--- src/rtl/hci_bank_arbiter_if.sv ---
// hci_bank_arbiter_if: requester-side bundle of one TCDM bank (N_CH channels, flattened)
interface hci_bank_arbiter_if #(
  parameter int N_CH = 4,
  parameter int AW   = 12,
  parameter int DW   = 32,
  parameter int BW   = DW/8
);
  logic [N_CH-1:0]    req;
  logic [N_CH-1:0]    gnt;
  logic [N_CH*AW-1:0] add;
  logic [N_CH-1:0]    wen;
  logic [N_CH*BW-1:0] be;
  logic [N_CH*DW-1:0] data;
  logic [DW-1:0]      r_data;
  logic [N_CH-1:0]    r_valid;
  modport slave  (input  req, add, wen, be, data, output gnt, r_data, r_valid);
  modport master (output req, add, wen, be, data, input  gnt, r_data, r_valid);
endinterface

--- src/rtl/hci_bank_arbiter.sv ---
// hci_bank_arbiter: N_CH-to-1 TCDM bank arbiter (fixed / round-robin / stall-flip) with response routing.
// Optional per-channel conflict counters: define HCI_BANK_ARB_PERF_CNT_EN.
module hci_bank_arbiter #(
  parameter int N_CH        = 4,
  parameter int AW          = 12,
  parameter int DW          = 32,
  parameter int BW          = DW/8,
  parameter int MEM_LATENCY = 1,
  parameter int STALL_W     = 8
) (
  input  logic               clk_i,
  input  logic               rst_ni,
  input  logic               clear_i,
  hci_bank_arbiter_if.slave  ch,
  output logic               mem_req_o,
  output logic [AW-1:0]      mem_add_o,
  output logic               mem_wen_o,
  output logic [BW-1:0]      mem_be_o,
  output logic [DW-1:0]      mem_data_o,
  input  logic               mem_gnt_i,
  input  logic [DW-1:0]      mem_r_data_i,
  input  logic [1:0]         arb_mode_i,
  input  logic [STALL_W-1:0] max_stall_i
`ifdef HCI_BANK_ARB_PERF_CNT_EN
  , output logic [N_CH*32-1:0] conflict_cnt_o
`endif
);
  localparam int IDW = $clog2(N_CH);
  localparam logic [1:0] M_RR = 2'b01, M_SF = 2'b10;
  logic [1:0]           mode_q;
  logic [IDW-1:0]       rr_q, rr_d, w;
  logic [STALL_W-1:0]   cnt_q, cnt_d;
  logic                 inv_q, inv_d, inv, push, lp_wait;
  logic [N_CH-1:0]      gnt;
  logic [MEM_LATENCY-1:0] vld_q;
  logic [IDW-1:0]       id_q [MEM_LATENCY];
  assign inv = inv_q & (mode_q == M_SF);
  // Round-robin: lowest requester overall, overridden by the lowest one at or above rr_q.
  always_comb begin
    w = '0;
    if (mode_q == M_RR) begin
      for (int i = N_CH-1; i >= 0; i--) if (ch.req[i]) w = IDW'(i);
      for (int i = N_CH-1; i >= 0; i--) if (ch.req[i] && IDW'(i) >= rr_q) w = IDW'(i);
    end else if (inv) begin
      for (int i = 0; i < N_CH; i++) if (ch.req[i]) w = IDW'(i);
    end else begin
      for (int i = N_CH-1; i >= 0; i--) if (ch.req[i]) w = IDW'(i);
    end
  end
  assign mem_req_o  = |ch.req;
  assign push       = mem_req_o & mem_gnt_i;
  assign gnt        = push ? N_CH'(1) << w : '0;
  assign ch.gnt     = gnt;
  assign mem_add_o  = ch.add[w*AW +: AW];
  assign mem_wen_o  = ch.wen[w];
  assign mem_be_o   = ch.be[w*BW +: BW];
  assign mem_data_o = ch.data[w*DW +: DW];
  assign ch.r_data  = mem_r_data_i;
  assign ch.r_valid = vld_q[MEM_LATENCY-1] ? N_CH'(1) << id_q[MEM_LATENCY-1] : '0;
  assign lp_wait    = inv ? ch.req[0] & ~gnt[0] : ch.req[N_CH-1] & ~gnt[N_CH-1];
  always_comb begin
    rr_d  = (mode_q == M_RR && push) ? (w == IDW'(N_CH-1) ? '0 : w + 1'b1) : rr_q;
    cnt_d = cnt_q;
    inv_d = 1'b0;
    if (mode_q == M_SF) begin
      inv_d = inv_q;
      if (!lp_wait) cnt_d = '0;
      else if (max_stall_i != '0 && cnt_q == max_stall_i) begin
        cnt_d = '0;
        inv_d = ~inv_q;
      end else if (cnt_q != '1) cnt_d = cnt_q + 1'b1;
    end
  end
  always_ff @(posedge clk_i or negedge rst_ni) begin
    if (!rst_ni) begin
      mode_q <= '0;
      rr_q   <= '0;
      cnt_q  <= '0;
      inv_q  <= 1'b0;
      vld_q  <= '0;
    end else if (clear_i) begin
      mode_q <= '0;
      rr_q   <= '0;
      cnt_q  <= '0;
      inv_q  <= 1'b0;
      vld_q  <= '0;
    end else begin
      mode_q <= arb_mode_i;
      rr_q   <= rr_d;
      cnt_q  <= cnt_d;
      inv_q  <= inv_d;
      vld_q  <= MEM_LATENCY'({vld_q, push});
    end
  end
  // Channel ids are only consumed alongside vld_q, so they need no reset.
  always_ff @(posedge clk_i) begin
    id_q[0] <= w;
    for (int i = 1; i < MEM_LATENCY; i++) id_q[i] <= id_q[i-1];
  end
`ifdef HCI_BANK_ARB_PERF_CNT_EN
  logic [31:0] cc_q [N_CH];
  for (genvar k = 0; k < N_CH; k++) begin : g_cc
    always_ff @(posedge clk_i or negedge rst_ni) begin
      if (!rst_ni) cc_q[k] <= '0;
      else if (clear_i) cc_q[k] <= '0;
      else if (ch.req[k] && !gnt[k] && cc_q[k] != '1) cc_q[k] <= cc_q[k] + 1'b1;
    end
    assign conflict_cnt_o[k*32 +: 32] = cc_q[k];
  end
`endif
endmodule

--- src/flat_wrapper.sv ---
// flat-port wrapper written by rule: the top's interface ports become plain ports
module hci_bank_arbiter_flat 
#(
  parameter int N_CH        = 4,
  parameter int AW          = 12,
  parameter int DW          = 32,
  parameter int BW          = DW/8,
  parameter int MEM_LATENCY = 1,
  parameter int STALL_W     = 8
)
  (clk_i, rst_ni, clear_i, mem_req_o, mem_add_o, mem_wen_o, mem_be_o, mem_data_o, mem_gnt_i, mem_r_data_i, arb_mode_i, max_stall_i, ch_req, ch_add, ch_wen, ch_be, ch_data, ch_gnt, ch_r_data, ch_r_valid);
  hci_bank_arbiter_if #(.N_CH(N_CH), .AW(AW), .DW(DW), .BW(BW)) ch_i ();
  input  logic clk_i;
  input  logic rst_ni;
  input  logic clear_i;
  output logic mem_req_o;
  output logic [AW-1:0] mem_add_o;
  output logic mem_wen_o;
  output logic [BW-1:0] mem_be_o;
  output logic [DW-1:0] mem_data_o;
  input  logic mem_gnt_i;
  input  logic [DW-1:0] mem_r_data_i;
  input  logic [1:0] arb_mode_i;
  input  logic [STALL_W-1:0] max_stall_i;
  input wire logic [$bits(ch_i.req)-1:0] ch_req;
  input wire logic [$bits(ch_i.add)-1:0] ch_add;
  input wire logic [$bits(ch_i.wen)-1:0] ch_wen;
  input wire logic [$bits(ch_i.be)-1:0] ch_be;
  input wire logic [$bits(ch_i.data)-1:0] ch_data;
  output wire logic [$bits(ch_i.gnt)-1:0] ch_gnt;
  output wire logic [$bits(ch_i.r_data)-1:0] ch_r_data;
  output wire logic [$bits(ch_i.r_valid)-1:0] ch_r_valid;
  assign ch_i.req = ch_req;
  assign ch_i.add = ch_add;
  assign ch_i.wen = ch_wen;
  assign ch_i.be = ch_be;
  assign ch_i.data = ch_data;
  assign ch_gnt = ch_i.gnt;
  assign ch_r_data = ch_i.r_data;
  assign ch_r_valid = ch_i.r_valid;
  hci_bank_arbiter #(.N_CH(N_CH), .AW(AW), .DW(DW), .BW(BW), .MEM_LATENCY(MEM_LATENCY), .STALL_W(STALL_W)) u_core (.clk_i(clk_i), .rst_ni(rst_ni), .clear_i(clear_i), .ch(ch_i), .mem_req_o(mem_req_o), .mem_add_o(mem_add_o), .mem_wen_o(mem_wen_o), .mem_be_o(mem_be_o), .mem_data_o(mem_data_o), .mem_gnt_i(mem_gnt_i), .mem_r_data_i(mem_r_data_i), .arb_mode_i(arb_mode_i), .max_stall_i(max_stall_i));
endmodule
--- config.mk ---
export PLATFORM = sky130hd
export DESIGN_NAME = hci_bank_arbiter_flat
export DESIGN_NICKNAME = d
export VERILOG_FILES = /design/src/rtl/hci_bank_arbiter_if.sv /design/src/rtl/hci_bank_arbiter.sv /design/src/flat_wrapper.sv
export SDC_FILE = /design/constraint.sdc
export NUM_CORES = 1
export LEC_CHECK = 0
export CORE_AREA = 3 3 129 131
export CTS_CLUSTER_DIAMETER = 60
export DETAILED_ROUTE_END_ITERATION = 8
export DIE_AREA = 0 0 132 134
export GPL_TIMING_DRIVEN = 0
export HOLD_SLACK_MARGIN = 0.02
export MAX_ROUTING_LAYER = met4
export SLEW_MARGIN = 20
export SYNTH_ARGS = -nofsm -noshare
export SYNTH_HDL_FRONTEND = slang
export SYNTH_SLANG_ARGS = --single-unit
--- constraint.sdc ---
create_clock -name clk_i -period 7.7 [get_ports clk_i]
set_input_delay 1.54 -clock clk_i [delete_from_list [all_inputs] [get_ports clk_i]]
set_output_delay 1.54 -clock clk_i [all_outputs]
set_load 0.02 [all_outputs]
==> impl_metrics.json <==
{
  "status": "completed",
  "synth_mux_area_share_pct": 49.94,
  "root_buffer": "clkbuf_16",
  "synth_top_family_by_area": "multiplexers",
  "synth_edf_count": 0,
  "grt_pass1_wl_mm": 22.78,
  "clk_path_buf_depth": 2,
  "fin_skew_ps": 2.378,
  "whs_path_depth": 1,
  "numClockSinks": 16,
  "p_switching_uw": 228.4,
  "drtIter0Drc": 99,
  "antenna_found_initial": 1,
  "die_area_sq_um": 17690,
  "avgRoutedWirePerCell_um": 17.94,
  "core_sq_um": 15710,
  "placedCellCount": 850,
  "die_width_um": 132,
  "synth-compound-area-share_pct": 8.697,
  "path_max_fanout": 10,
  "drive_gt1_share_pct": 9.248,
  "synthToLayoutAreaGrowth_pct": 112.6,
  "ctsHoldBuffers": 0,
  "cts_setup_buffers": 0,
  "io_pins": 336,
  "min_path_type": "flop to flop",
  "drc": 0,
  "reg2regPathDepth": 12,
  "period_minus_slack_ps": 5855,
  "vias": 3658,
  "finalSetupViolations": 0,
  "sw_frac_of_total_pct": 35.11,
  "port_buffers": 302,
  "clk-insertion-delay-late_ps": 250,
  "p_leak_uw": 0.002907,
  "sequentialPowerShare_pct": 13.8,
  "overflow": 0,
  "path_buf_inv": 5,
  "final_cells": 855,
  "pwr-share-comb_pct": 68.8,
  "syn_area_sq_um": 3007,
  "synthXorXnorAreaFrac_pct": 2.330,
  "power.internal_uw": 422.2,
  "crit_required_ps": 6160,
  "yosys.area_share.adder_pct": 1.248,
  "nets": 888,
  "post-route-util_pct": 40.68,
  "hold_end": "u_core.cnt_q[0]",
  "tns_ps": 0,
  "hold_slack_ps": 536.2,
  "finalWirelength_mm": 15.34,
  "r2r-end": "u_core.cnt_q[3]",
  "finalCritPeriodShare_pct": 76.04,
  "yosys-top-cells-area": "mux2i_1, dfrtp_1, buf_4, buf_6, nand2_1",
  "slowest_delay_ps": 670,
  "ys_seq_elements": 16,
  "worstMarginPinSlew_ps": 690.0,
  "yosysUniqueCellTypes": 45,
  "design_area_sq_um": 6391,
  "synthFlopType": "dfrtp_1",
  "maxSlewViolCount": 0,
  "cp-start-kind": "primary input",
  "yosysTopAreaCellShare_pct": 49.94,
  "synth_nets": 581,
  "cts_buffers": 3,
  "dp_hpwl_mm": 13.51,
  "placed_cell_area_sq_um": 6300,
  "max_clock_freq_mhz": 170.8,
  "hold_viol_final": 0,
  "postRouteAntennaNets": 0,
  "grt_use_total_pct": 16.62,
  "netlist_instances": 332,
  "path_cells": "clkdlybuf4s50_1 > inv_1 > a31oi_1 > o2bb2ai_2 > o21a_1 > buf_6 > buf_6 > mux2i_1 > mux2i_1 > clkdlybuf4s50_1",
  "synthDominantAreaCellType": "mux2i_1",
  "slowest_stage": "clkdlybuf4s50_1",
  "core.rowCount": 46,
  "clk_pin_slew_worst_paths_ps": 50,
  "worstHoldStart": "u_core.cnt_q[0]",
  "htreeDepth": 1,
  "crit_type": "primary input to primary output",
  "irDropWorstVdd_uv": 89.68,
  "maxSlewHeadroom_pct": 53.86,
  "initial_core_util_pct": 19.14,
  "r2r-start": "u_core.mode_q[1]",
  "rsz0062_at_grt": "false",
  "critPathArrivalTime_ps": 4310,
  "first_pass_iters": 4,
  "n_fill_cell": 1571,
  "cp-end-kind": "primary output",
  "yosys.area_share.simple_pct": 10.40,
  "grt_max_degree": 15,
  "cts_resized": 0,
  "syn_area_per_cell_sq_um": 9.056,
  "ys_async_sr_fraction_pct": 87.50,
  "yosysWarnings": 0,
  "p_per_area_nw_per_um2": 101.8,
  "synth_seq_area_share_pct": 12.98,
  "gp_congestion": 0.8744,
  "via_per_inst": 4.278,
  "die_y_um": 134,
  "reg2reg_slack_ps": 4310,
  "grt_pass1_vias": 3962,
  "pwr-share-clk_pct": 17.5,
  "critical-path-top-delay-family": "buffers and inverters",
  "cts_tree": "done",
  "cap_violations": 0
}
[power groups by stage]
stage          Sequential, uW  Clock (uW)  Combinational, uW
3_5_place_dp             91.1           0                452
4_1_cts                  89.6         116                454
3_3_place_gp             90.9           0                448
5_1_grt                  90.2         121                473
6_report                 89.6         114                447
2_1_floorplan            90.2           0                208
[per-stage QoR]
stage	total power (uW)	setup slack, ps
floorplan	298.2	3201
detailed placement	543.3	1785
finish	650.7	1845
global placement	538.9	1825
global route	684.2	1636
CTS	659.8	1785
[flip-flops by register name (all words and copies together), names as in the netlist]
signal	cells
u_core.cnt_q	8
u_core.id_q	2
u_core.mode_q	2
u_core.rr_q	2
u_core.inv_q	1
u_core.vld_q	1
[cell type report]
class	count	area (sq um)	area share (%)
timing repair buffer	302	3023	47.30
tap	216	270.3	4.229
inverter	11	41.29	0.6460
antenna	1	2.502	0.03915
buffer	50	391.6	6.128
clock buffer	4	88.84	1.390
sequential	16	390.4	6.108
multi-input combinational	255	2183	34.16
[layer usage]
| layer | vias to the layer above | track usage [%] | share of wire [%] |
|---|---|---|---|
| met5 | - | - | 0 |
| met4 | 0 | 3.034 | 2.0 |
| met3 | 14 | 4.314 | 6.9 |
| met2 | 162 | 29.39 | 52 |
| met1 | 1683 | 19.20 | 39 |
| li1 | 1799 | - | - |
[cells in the mapped netlist, drive strengths merged, types with 2 or more instances]
cell and n:
a31oi 3, nor2 9, nand2 11, nor2b 4, and3 5, xor2 4, ha 3, nand3 6
xnor2 4, inv 11, nor4 2, a211oi 5, o21a 2, a21oi 8, nor3 8, mux2i 150
o211ai 2, dfrtp 14, buf 49, a21boi 2, o21ai 6, nand2b 5, o22ai 2, nand3b 2
dfxtp 2, o2111a 2
[worst max path at each step]
| stage | depth (start not counted) | startpoint | end |
|---|---|---|---|
| 2_1_floorplan | 8 | ch_req[3] | ch_gnt[0] |
| 4_1_cts | 10 | ch_req[0] | mem_data_o[5] |
| 6_report | 10 | ch_req[0] | mem_data_o[18] |
| 3_3_place_gp | 10 | ch_req[0] | mem_data_o[5] |
| 5_1_grt | 10 | ch_req[0] | mem_data_o[5] |
| 3_5_place_dp | 10 | ch_req[0] | mem_data_o[5] |
[logic make-up after synthesis]
family          count (synthesis)
buf+inv                        61
fa+ha+maj                       3
xor+xnor                        8
mux                           150
flops                          16
compound gates                 36
simple gates                   58
[cell usage in the layout, fill, tap and decap left out, types with 2 or more instances in the layout]
cell type and instances:
o2111a_1 2, clkbuf_16 3, o22ai_1 2, clkdlybuf4s50_1 302
and3_1 5, o211ai_1 2, nor2_1 9, inv_2 2
buf_6 10, ha_1 3, xor2_1 4, inv_1 9
a211oi_1 4, o21ai_0 5, dfxtp_1 2, buf_4 32
nor4_1 2, a21oi_1 8, a31oi_1 3, dfrtp_1 14
nor2b_1 4, xnor2_1 4, nand2_1 11, nor3_1 8
nand3_1 6, mux2i_1 150, buf_2 7, o21a_1 2
nand2b_1 4
Power figures use the tool's default switching activity.
